### src/rtl/mm_adder_ctrl.sv
// Tile sequencer for the mm_adder tile-accumulation datapath.
// Walks output row-blocks, issues A then B tile reads per row-block, drives
// mm_adder's pointer/valid inputs one cycle behind each read, and waits for
// the row-complete indication before moving on.
module mm_adder_ctrl #(
  parameter int unsigned M      = 4,
  parameter int unsigned N      = 4,
  parameter int unsigned M_TILE = 2,
  parameter int unsigned N_TILE = 2,
  parameter int unsigned DW_INT = 32,
  parameter int unsigned ADDR_W = 8
) (
  input  logic              clk,
  input  logic              reset_n,
  input  logic              start,
  input  logic              abort,
  input  logic              hold,
  input  logic              row_done,
  output logic              rd_en,
  output logic              rd_sel,
  output logic [ADDR_W-1:0] rd_addr,
  output logic [DW_INT-1:0] ptr_row,
  output logic [DW_INT-1:0] ptr_col,
  output logic              in_add_valid,
  output logic              busy,
  output logic              done
);

  localparam int unsigned ITER_M = (M + M_TILE - 1) / M_TILE;
  localparam int unsigned ITER_N = (N + N_TILE - 1) / N_TILE;
  localparam int unsigned PM_W   = (ITER_M > 1) ? $clog2(ITER_M) : 1;
  localparam int unsigned PN_W   = (ITER_N > 1) ? $clog2(ITER_N) : 1;

  localparam logic [PM_W-1:0] PM_LAST = PM_W'(ITER_M - 1);
  localparam logic [PN_W-1:0] PN_LAST = PN_W'(ITER_N - 1);

  typedef enum logic [2:0] {
    S_IDLE     = 3'd0,
    S_ISSUE_A  = 3'd1,
    S_ISSUE_B  = 3'd2,
    S_WAIT_ROW = 3'd3,
    S_DONE     = 3'd4
  } state_e;

  state_e            state_q, state_d;
  logic [PM_W-1:0]   pm_q, pm_d;
  logic [PN_W-1:0]   pn_q, pn_d;
  logic              row_done_seen_q, row_done_seen_d;

  // Issue-side registers (tile-buffer request) and the tile coordinates of
  // the request, kept so the data-side pointers can follow one cycle later.
  logic              rd_en_q, rd_en_d;
  logic              rd_sel_q, rd_sel_d;
  logic [ADDR_W-1:0] rd_addr_q, rd_addr_d;
  logic [PM_W-1:0]   iss_pm_q, iss_pm_d;
  logic [PN_W-1:0]   iss_pn_q, iss_pn_d;

  // Data-side registers, aligned with the returning buffer data.
  logic              in_add_valid_q, in_add_valid_d;
  logic [DW_INT-1:0] ptr_row_q, ptr_row_d;
  logic [DW_INT-1:0] ptr_col_q, ptr_col_d;

  logic              busy_q, busy_d;
  logic              done_q, done_d;

  logic [ADDR_W-1:0] tile_addr_c;

  // Linear tile index of the current (pm, pn) position.
  assign tile_addr_c = ADDR_W'(32'(pm_q) * ITER_N + 32'(pn_q));

  // State, counters and registered outputs.
  always_ff @(posedge clk or negedge reset_n) begin
    if (!reset_n) begin
      state_q         <= S_IDLE;
      pm_q            <= '0;
      pn_q            <= '0;
      row_done_seen_q <= 1'b0;
      rd_en_q         <= 1'b0;
      rd_sel_q        <= 1'b0;
      rd_addr_q       <= '0;
      iss_pm_q        <= '0;
      iss_pn_q        <= '0;
      in_add_valid_q  <= 1'b0;
      ptr_row_q       <= '0;
      ptr_col_q       <= '0;
      busy_q          <= 1'b0;
      done_q          <= 1'b0;
    end else begin
      state_q         <= state_d;
      pm_q            <= pm_d;
      pn_q            <= pn_d;
      row_done_seen_q <= row_done_seen_d;
      rd_en_q         <= rd_en_d;
      rd_sel_q        <= rd_sel_d;
      rd_addr_q       <= rd_addr_d;
      iss_pm_q        <= iss_pm_d;
      iss_pn_q        <= iss_pn_d;
      in_add_valid_q  <= in_add_valid_d;
      ptr_row_q       <= ptr_row_d;
      ptr_col_q       <= ptr_col_d;
      busy_q          <= busy_d;
      done_q          <= done_d;
    end
  end

  // Next-state, counter and output logic.
  always_comb begin
    state_d         = state_q;
    pm_d            = pm_q;
    pn_d            = pn_q;
    row_done_seen_d = row_done_seen_q;
    rd_en_d         = 1'b0;
    rd_sel_d        = rd_sel_q;
    rd_addr_d       = rd_addr_q;
    iss_pm_d        = iss_pm_q;
    iss_pn_d        = iss_pn_q;
    done_d          = 1'b0;

    // Data side trails the issue by the buffer's one-cycle latency; a read
    // already issued always produces its valid, even across hold or abort.
    in_add_valid_d = rd_en_q;
    ptr_row_d      = rd_en_q ? DW_INT'(iss_pm_q) : ptr_row_q;
    ptr_col_d      = rd_en_q ? DW_INT'(iss_pn_q) : ptr_col_q;

    // Remember an early row-complete so WAIT_ROW does not miss it.
    if (row_done && (state_q != S_WAIT_ROW)) begin
      row_done_seen_d = 1'b1;
    end

    if (abort) begin
      state_d         = S_IDLE;
      pm_d            = '0;
      pn_d            = '0;
      row_done_seen_d = 1'b0;
    end else begin
      unique case (state_q)
        S_IDLE: begin
          if (start) begin
            state_d = S_ISSUE_A;
            pm_d    = '0;
            pn_d    = '0;
          end
        end

        S_ISSUE_A, S_ISSUE_B: begin
          // hold only gates the issue; nothing advances while it is high
          if (!hold) begin
            rd_en_d   = 1'b1;
            rd_sel_d  = (state_q == S_ISSUE_B);
            rd_addr_d = tile_addr_c;
            iss_pm_d  = pm_q;
            iss_pn_d  = pn_q;
            if (pn_q == PN_LAST) begin
              pn_d    = '0;
              state_d = (state_q == S_ISSUE_A) ? S_ISSUE_B : S_WAIT_ROW;
            end else begin
              pn_d = pn_q + PN_W'(1);
            end
          end
        end

        S_WAIT_ROW: begin
          if (row_done || row_done_seen_q) begin
            row_done_seen_d = 1'b0;
            if (pm_q == PM_LAST) begin
              state_d = S_DONE;
            end else begin
              pm_d    = pm_q + PM_W'(1);
              state_d = S_ISSUE_A;
            end
          end
        end

        S_DONE: begin
          done_d  = 1'b1;
          state_d = S_IDLE;
        end

        default: begin
          state_d = S_IDLE;
        end
      endcase
    end

    busy_d = (state_d == S_ISSUE_A) || (state_d == S_ISSUE_B) ||
             (state_d == S_WAIT_ROW);
  end

  assign rd_en        = rd_en_q;
  assign rd_sel       = rd_sel_q;
  assign rd_addr      = rd_addr_q;
  assign ptr_row      = ptr_row_q;
  assign ptr_col      = ptr_col_q;
  assign in_add_valid = in_add_valid_q;
  assign busy         = busy_q;
  assign done         = done_q;

endmodule

### config.mk
export PLATFORM = sky130hd
export DESIGN_NAME = mm_adder_ctrl
export DESIGN_NICKNAME = d
export VERILOG_FILES = /design/src/rtl/mm_adder_ctrl.sv
export SDC_FILE = /design/constraint.sdc
export NUM_CORES = 1
export LEC_CHECK = 0
export ABC_AREA = 1
export CORE_ASPECT_RATIO = 0.75
export CORE_UTILIZATION = 36
export DETAILED_ROUTE_END_ITERATION = 8
export GPL_TIMING_DRIVEN = 0
export HOLD_SLACK_MARGIN = 0.15
export PLACE_DENSITY = 0.8
export SLEW_MARGIN = 10
export SYNTH_ARGS = -nofsm -noshare
export SYNTH_HDL_FRONTEND = slang
export SYNTH_SLANG_ARGS = --single-unit
### constraint.sdc
create_clock -name clk -period 1.32 [get_ports clk]
set_input_delay 0.198 -clock clk [delete_from_list [all_inputs] [get_ports clk]]
set_output_delay 0.198 -clock clk [all_outputs]
set_load 0.01 [all_outputs]
* Word-level counts from Yosys, hierarchy flattened *
Index checks and enable logic that the tools add are counted.

word-level totals
  bits in writable memories = 0
  ROM bits = 0
  input port bits = 6
  memories kept = 0
  bits in registers = 23
  latch bits = 0

operators by class
  equal/unequal tests = 11
  $add $sub $neg = 3
  div/mod/pow operators = 0
  $lt $le $gt $ge = 0
  bitwise logic cells = 2
  reductions and logical operators = 11
  mux-type cells = 26
  multiply operators = 0
  shift operators = 0

operators with widths
  kind                                                                   number
  3-bit 2-to-1 mux                                                       6
  1-bit 2-to-1 mux                                                       17
  3-bit by 2-bit equality test with 1-bit output, second input constant  4
  3-bit != test, second input constant                                   3
  3-bit case mux with 3 select lines                                     1
  3-bit AND reduction                                                    3
  3-bit by 1-bit equality test with 1-bit output, second input constant  2
  3-bit nonzero test                                                     2
  1-bit case mux with 2 select lines                                     2
  2-bit by 1-bit adder with 3-bit output                                 1
  3-bit equality test, second input constant                             1
  3-bit zero test                                                        1
  1-bit logical OR                                                       3
  3-bit by 2-bit != test with 1-bit output, second input constant        1
  1-bit adder, second input constant                                     2
  1-bit inverter                                                         2
  2-bit OR reduction                                                     1
  1-bit logical AND                                                      1

* Longest topological paths before layout *
Gate-level depths: netlist (run 1).

  depth after elaboration = 9
  mapped depth = 8
  gate-level depth less buffers = 8

* Least setup slack after synthesis (run 1) *
OpenSTA, ideal clock, no wires.

  path type = flip-flop to flip-flop
  start = register state_q[1]
  end = register pn_q
  path slack = 0.261 ns
  clock period less this slack = 1.059 ns
  required time = 1.204 ns
  cell stages (with the launch flop) = 9
  path buffers = 0
  library setup time = 0.116 ns
  arrival = 0.942 ns
  cell sequence = dfrtp_1 -> nor2_1 -> nand2_1 -> nand2_1 -> inv_1 -> nand2_1 -> nand3_1 -> nand2_1 -> nand2_1

on the way
  cells in the longest elaborated chain, start to end = 4
  elaborated cells between the ends (all ways) = 10
  those cells by class = 4 x eq/ne; 2 x mux; 4 x reduce/logical

ends and longest elaborated chain
  element                                                                                                           line  source
  start: declaration                                                                                                45    state_e state_q, state_d;
  start signal: assignment                                                                                          89    state_q <= state_d;
  3-bit by 2-bit equality test with 1-bit output or 3-bit by 1-bit equality test with 1-bit output (tied branches)  136   unique case (state_q)
  2-bit OR reduction                                                                                                136
  3-bit != test (no line) (tied with other cells)                                                                   -
  3-bit AND reduction (no line) or 1-bit 2-to-1 mux (tied branches)                                                 -
  end signal: assignment                                                                                            91    pn_q <= pn_d;
  end: declaration                                                                                                  47    logic [PN_W-1:0] pn_q, pn_d;

Several ways; a longest one is shown, not always the timed one.
A chain may end at the register's enable or synchronous reset.

* Worst setup path in the final report (run 1) *
  start = input abort
  end = register pn_q

on the way
  cells in the longest elaborated chain, start to end = 2
  elaborated cells between the ends (all ways) = 5
  those cells by class = 2 x eq/ne; 1 x mux; 2 x reduce/logical

ends and longest elaborated chain
  element                                                        line  source
  start: declaration                                             16    input logic abort,
  3-bit != test (no line) or 3-bit nonzero test (tied branches)  -
  3-bit AND reduction (no line)                                  -

Several ways; a longest one is shown, not always the timed one.

==> impl_metrics.yaml, run 1 <==
power_and_ir_drop:
  total_leakage_power_uw: 0.00118
  power_density_nw_per_um2: 716
  finalPower_uw: 1240
  ir_drop_uv: 353
critical_path:
  critical_path_required_ps: 1500
  critPathSlowestCell: "clkdlybuf4s50_1"
  endpoint_kind: "flop"
  crit_start: "abort"
  worstPathMaxFanout: 8
  crit_family: "buffers and inverters"
  start_kind: "primary input"
  worstSetupPathType: "in -> reg"
  r2r_start: "state_q[1]"
  crit_arrival_ps: 1440
  cp_cell_sequence: "clkdlybuf4s50_1 -> inv_4 -> nand4_1 -> inv_1 -> nor2_1 -> nand3_1 -> nand2_1"
  path_buf_inv: 3
  critPathMaxStageDelay_ps: 610
synth:
  synth_edf_count: 0
  async_flop_share: 1.00
  yosys.area.top_type: "buf_4"
  synthCells: 155
  yosysTopAreaCellShare: 0.428
  synth_area_leaders: "buf_4 43%, dfrtp_1 31%, nand2_1 6.1%"
  synth_common_cells: "70 x buf_4, 20 x nand2_1, 15 x dfrtp_1, 15 x inv_1, 9 x nor2_1"
  syn_area_um2: 1230
  avgSynthCellArea_um2: 7.92
  synth_warnings: 0
  synth.most_common_cell: "buf_4"
  synth_cell_types: 17
  synth_flop_cell: "dfrtp_1"
  synth_seq_area_share: 0.306
  synth_seq_cells: 15
placement:
  portBuffers: 14
  globalplace.congestion: 0.855
  hpwlAfterDp_mm: 1.74
  post-place-ws_ps: -178
  dpl.cell_count: 274
timing:
  finalSetupViolations: 0
  max_freq_mhz: 797
  min_period_over_period: 0.951
  hold_viol: 0
  rsz0062_at_grt: "false"
  holdWs_ps: 368
  drv_slew: 0
  min_period_ps: 1260
  worst_slack_ps: 64.7
  slew_headroom: 0.547
  worstMarginPinSlew_ps: 677
  clock_skew_ps: 1.93
finish:
  syn_to_final_growth_pct: 40.8
  fill_cells: 288
  multi_input_area_um2: 517
  fin_nets: 248
  diodes: 0
  regArea_um2: 375
  finalNonFillerCells: 279
  drive_above_1_share: 0.336
clock_network:
  clock_latency_ps: 240
  cts_buffers: 3
  cts_hold_buf: 0
  clk_pin_slew_ps: 60
  htreeDepth: 1
  clockBufferDepth: 2
  clock_sink_count: 15
  tritoncts: "done"
  cts-root-buf: "clkbuf_8"
routing:
  vias_per_cell: 3.40
  ant_nets: 0
  wl_per_cell_um: 7.47
  drc: 0
  first_pass_iters: 4
  via_count: 948
  wl_mm: 2.08
  drt_iter0_drc: 50
outcome:
  status: "finished clean"
die:
  core_area_um2: 3080
  pin_count: 83
  num_rows: 17
  die_h_um: 52.6
  die_x_um: 69.4
  floorplan.initialDensity: 0.398
  fp.dieArea_um2: 3650
global_routing:
  grt_pass1_wl_mm: 3.03
  grt_max_degree: 16
  grt-ovfl-total: 0
  antenna_found_initial: 0
  grt_use_total: 0.107
  grt_pass1_vias: 734
worst_hold_path:
  holdCritPathClass: "in -> async"
run:
  drv_cap: 0
-- layer usage --
layer	GRT usage	routed length, um
met5	0	0
met4	0.0578	27
met3	0.0308	206
met1	0.115	767
met2	0.194	1080
-- placed cells by master, fill, tap and decap left out, drive strengths merged --
cell and n:
nand2 21, mux2 2, conb 68, inv 17, nor3 2, nor4 1, o21ai 6, dlygate4sd2 5
buf 71, nand4 2, clkdlybuf4s50 5, clkbuf 4, nor2 9, dfrtp 15, dlymetal6s2s 4, nand3 8
a21oi 1
-- power by group --
group / internal [uW] / switching, uW / leakage [uW]
Clock: 213 / 146 / 0.0000228
Combinational: 191 / 192 / 0.000954
Sequential: 482 / 13.2 / 0.000205
-- final timing paths --
kind                              end  slack, ps  cells past startpoint
max                              pn_q         60                      7
min                              done        370                      1
max reg2reg                      pn_q        120                      8
min reg2reg                    rd_sel        480                      2
max in group asynchronous  state_q[0]        520                      1
min in group clk               rd_sel        480                      2
-- repair_timing --
action	4_1_cts	5_1_grt
endpoints found under the setup margin	5	6
pin swaps	0	0
setup buffers	1	0
gates resized for setup	5	6
-- layout make-up --
class                      count  share of cell area
tap                           38              0.0275
buffer                        70               0.304
inverter                      17              0.0384
sequential                    15               0.217
timing repair buffer          15              0.0876
multi-input combinational    120               0.299
clock buffer                   4              0.0261
-- cell families (layout without fill, tap and decap cells) --
group	Yosys count	count (layout)	synth area share
buffers and inverters	87	106	0.480
flip-flops	15	15	0.306
other	1	68	0.00306
multiplexers	2	2	0.0183
AND/OR/NAND/NOR	43	43	0.164
AO/OA/AOI/OAI	7	7	0.0285
-- state kept, by name, indices dropped and copies added, names as in the netlist --
| signal | count |
|---|---|
| rd_en | 1 |
| rd_sel | 1 |
| rd_addr | 2 |
| ptr_col | 1 |
| in_add_valid | 1 |
| done | 1 |
| pn_q | 1 |
| row_done_seen_q | 1 |
| busy | 1 |
| pm_q | 1 |
| ptr_row | 1 |
| state_q | 3 |
-- stage by stage --
stage,TNS [ps],utilization,instance area (um2)
final,0,0.560,1730
after global placement,-188,0.540,1670
after detailed placement,-349,0.540,1670
after global routing,0,0.560,1730
after floorplan,0,-,1480
after CTS,0,0.555,1710
(Power assumes the default switching activity.)
==> inputs of run 2 (changes only) <==
Settings changed: CAP_MARGIN set to 20, CELL_PAD_IN_SITES_DETAIL_PLACEMENT set to 1, CELL_PAD_IN_SITES_GLOBAL_PLACEMENT set to 2, CORE_UTILIZATION 36 to 18, PLACE_DENSITY 0.8 to 0.79, SLEW_MARGIN 10 to unset.
==> impl_metrics.yaml, run 2 (synthesis results as in run 1) <==
outcome:
  status: "finished clean"
timing:
  tns_ps: 0
  hold_viol: 0
  clock_skew_ps: 2.51
  drv_slew: 0
  max_freq_mhz: 798
  worstMarginPinSlew_ps: 685
  finalSetupViolations: 0
  rsz0062_at_grt: "false"
  min_period_ps: 1250
  min_period_over_period: 0.949
  slew_headroom: 0.542
finish:
  design_area_um2: 1780
  diodes: 0
  top_register: "state_q"
  syn_to_final_growth_pct: 45.3
  largest_reg_flops: 3
  final_common_cell: "buf_4"
  fill_cells: 827
  final_cell_mix: "72 x buf_4, 68 x conb_1, 20 x nand2_1"
  drive_above_1_share: 0.343
  fin_nets: 249
global_routing:
  grt-ovfl-total: 0
  grt_pass1_vias: 831
  grt_max_degree: 16
  grt_use_total: 0.0675
  grt_pass1_wl_mm: 3.84
  antenna_found_initial: 0
clock_network:
  clock_latency_ps: 250
  clock_sink_count: 15
  clk_pin_slew_ps: 70
  clockBufferDepth: 2
  cts-root-buf: "clkbuf_8"
  tritoncts: "done"
  cts_hold_buf: 0
  cts_buffers: 3
  htreeDepth: 1
power_and_ir_drop:
  power_density_nw_per_um2: 714
  finalPower_uw: 1270
  total_leakage_power_uw: 0.00116
  ir_drop_uv: 279
die:
  die_x_um: 97.4
  core_area_um2: 6440
  pin_count: 83
  die_h_um: 73.5
  num_rows: 25
  fp.dieArea_um2: 7160
  floorplan.initialDensity: 0.190
routing:
  vias_per_cell: 3.02
  first_pass_iters: 4
  drt_iter0_drc: 30
  drc: 0
  via_count: 976
  ant_nets: 0
  wl_per_cell_um: 7.59
  wl_mm: 2.45
placement:
  post_dp_cell_area_um2: 1720
  portBuffers: 14
  hpwlAfterDp_mm: 2.11
  globalplace.congestion: 0.689
critical_path:
  start_kind: "flop"
  critical_path_required_ps: 1120
  worstPathMaxFanout: 3
  endpoint_kind: "primary output"
  crit_arrival_ps: 1050
  worstSetupPathType: "reg -> out"
run:
  drv_cap: 0
worst_hold_path:
  holdCritPathClass: "in -> async"
run 2: cell count changes in the layout (fill, tap and decap cells not counted):
cell	previous run	this run
dlymetal6s2s_1	4	2
clkbuf_1	1	0
dlygate4sd2_1	5	7
o21ai_1	2	3
clkinv_2	0	1
buf_4	71	72
o21ai_0	4	3
run 2: layout make-up:
class	count	area [um2]	share of cell area
Buffer	70	526	0.295
Clock buffer	3	41.3	0.0232
Clock inverter	1	5.00	0.00281
Inverter	17	66.3	0.0372
Multi-Input combinational cell	120	517	0.290
Sequential cell	15	375	0.211
Tap cell	81	101	0.0568
Timing Repair Buffer	16	151	0.0849
run 2: critical path: stages, from the launching register on:
cell and delay, ps:
dfrtp_1 400, buf_4 130, dlygate4sd2_1 280
run 2: final timing paths:
check / startpoint / to / slack, ps / depth (start not counted)
setup reg to reg: state_q[1] / pn_q / 150 / 6
max in group asynchronous: reset_n / state_q[1] / 530 / 1
setup / recovery: rd_addr[1] / rd_addr[1] / 70 / 2
min in group clk: rd_sel / rd_sel / 490 / 2
hold / removal: reset_n / done / 360 / 1
hold reg to reg: rd_sel / rd_sel / 490 / 2
run 2: timing repair:
action                                  4_1_cts  5_1_grt
buffers inserted                              2        0
gates resized for setup                       7        5
endpoints found under the setup margin        7        5
run 2: metal layers:
layer,vias to the layer above,wire (um),global-route usage
met4,0,25,0.0245
met3,3,181,0.0181
li1,511,-,-
met2,38,1200,0.110
met1,424,1050,0.0871
met5,-,0,0
run 2: report_power, final:
| group | total (uW) | internal [uW] | switching (uW) |
|---|---|---|---|
| Combinational | 392 | 195 | 197 |
| Sequential | 494 | 481 | 12.5 |
| Clock | 388 | 209 | 179 |
| Total | 1270 | 885 | 388 |
run 2: through the flow:
step	std cells	util	worst slack, ps	hold WS [ps]
global placement	317	0.267	-207	453
CTS	323	0.275	12.0	394
finish	323	0.277	67.5	358
global route	323	0.277	21.9	440
floorplan	222	-	261	-97.6
detailed placement	317	0.267	-200	448
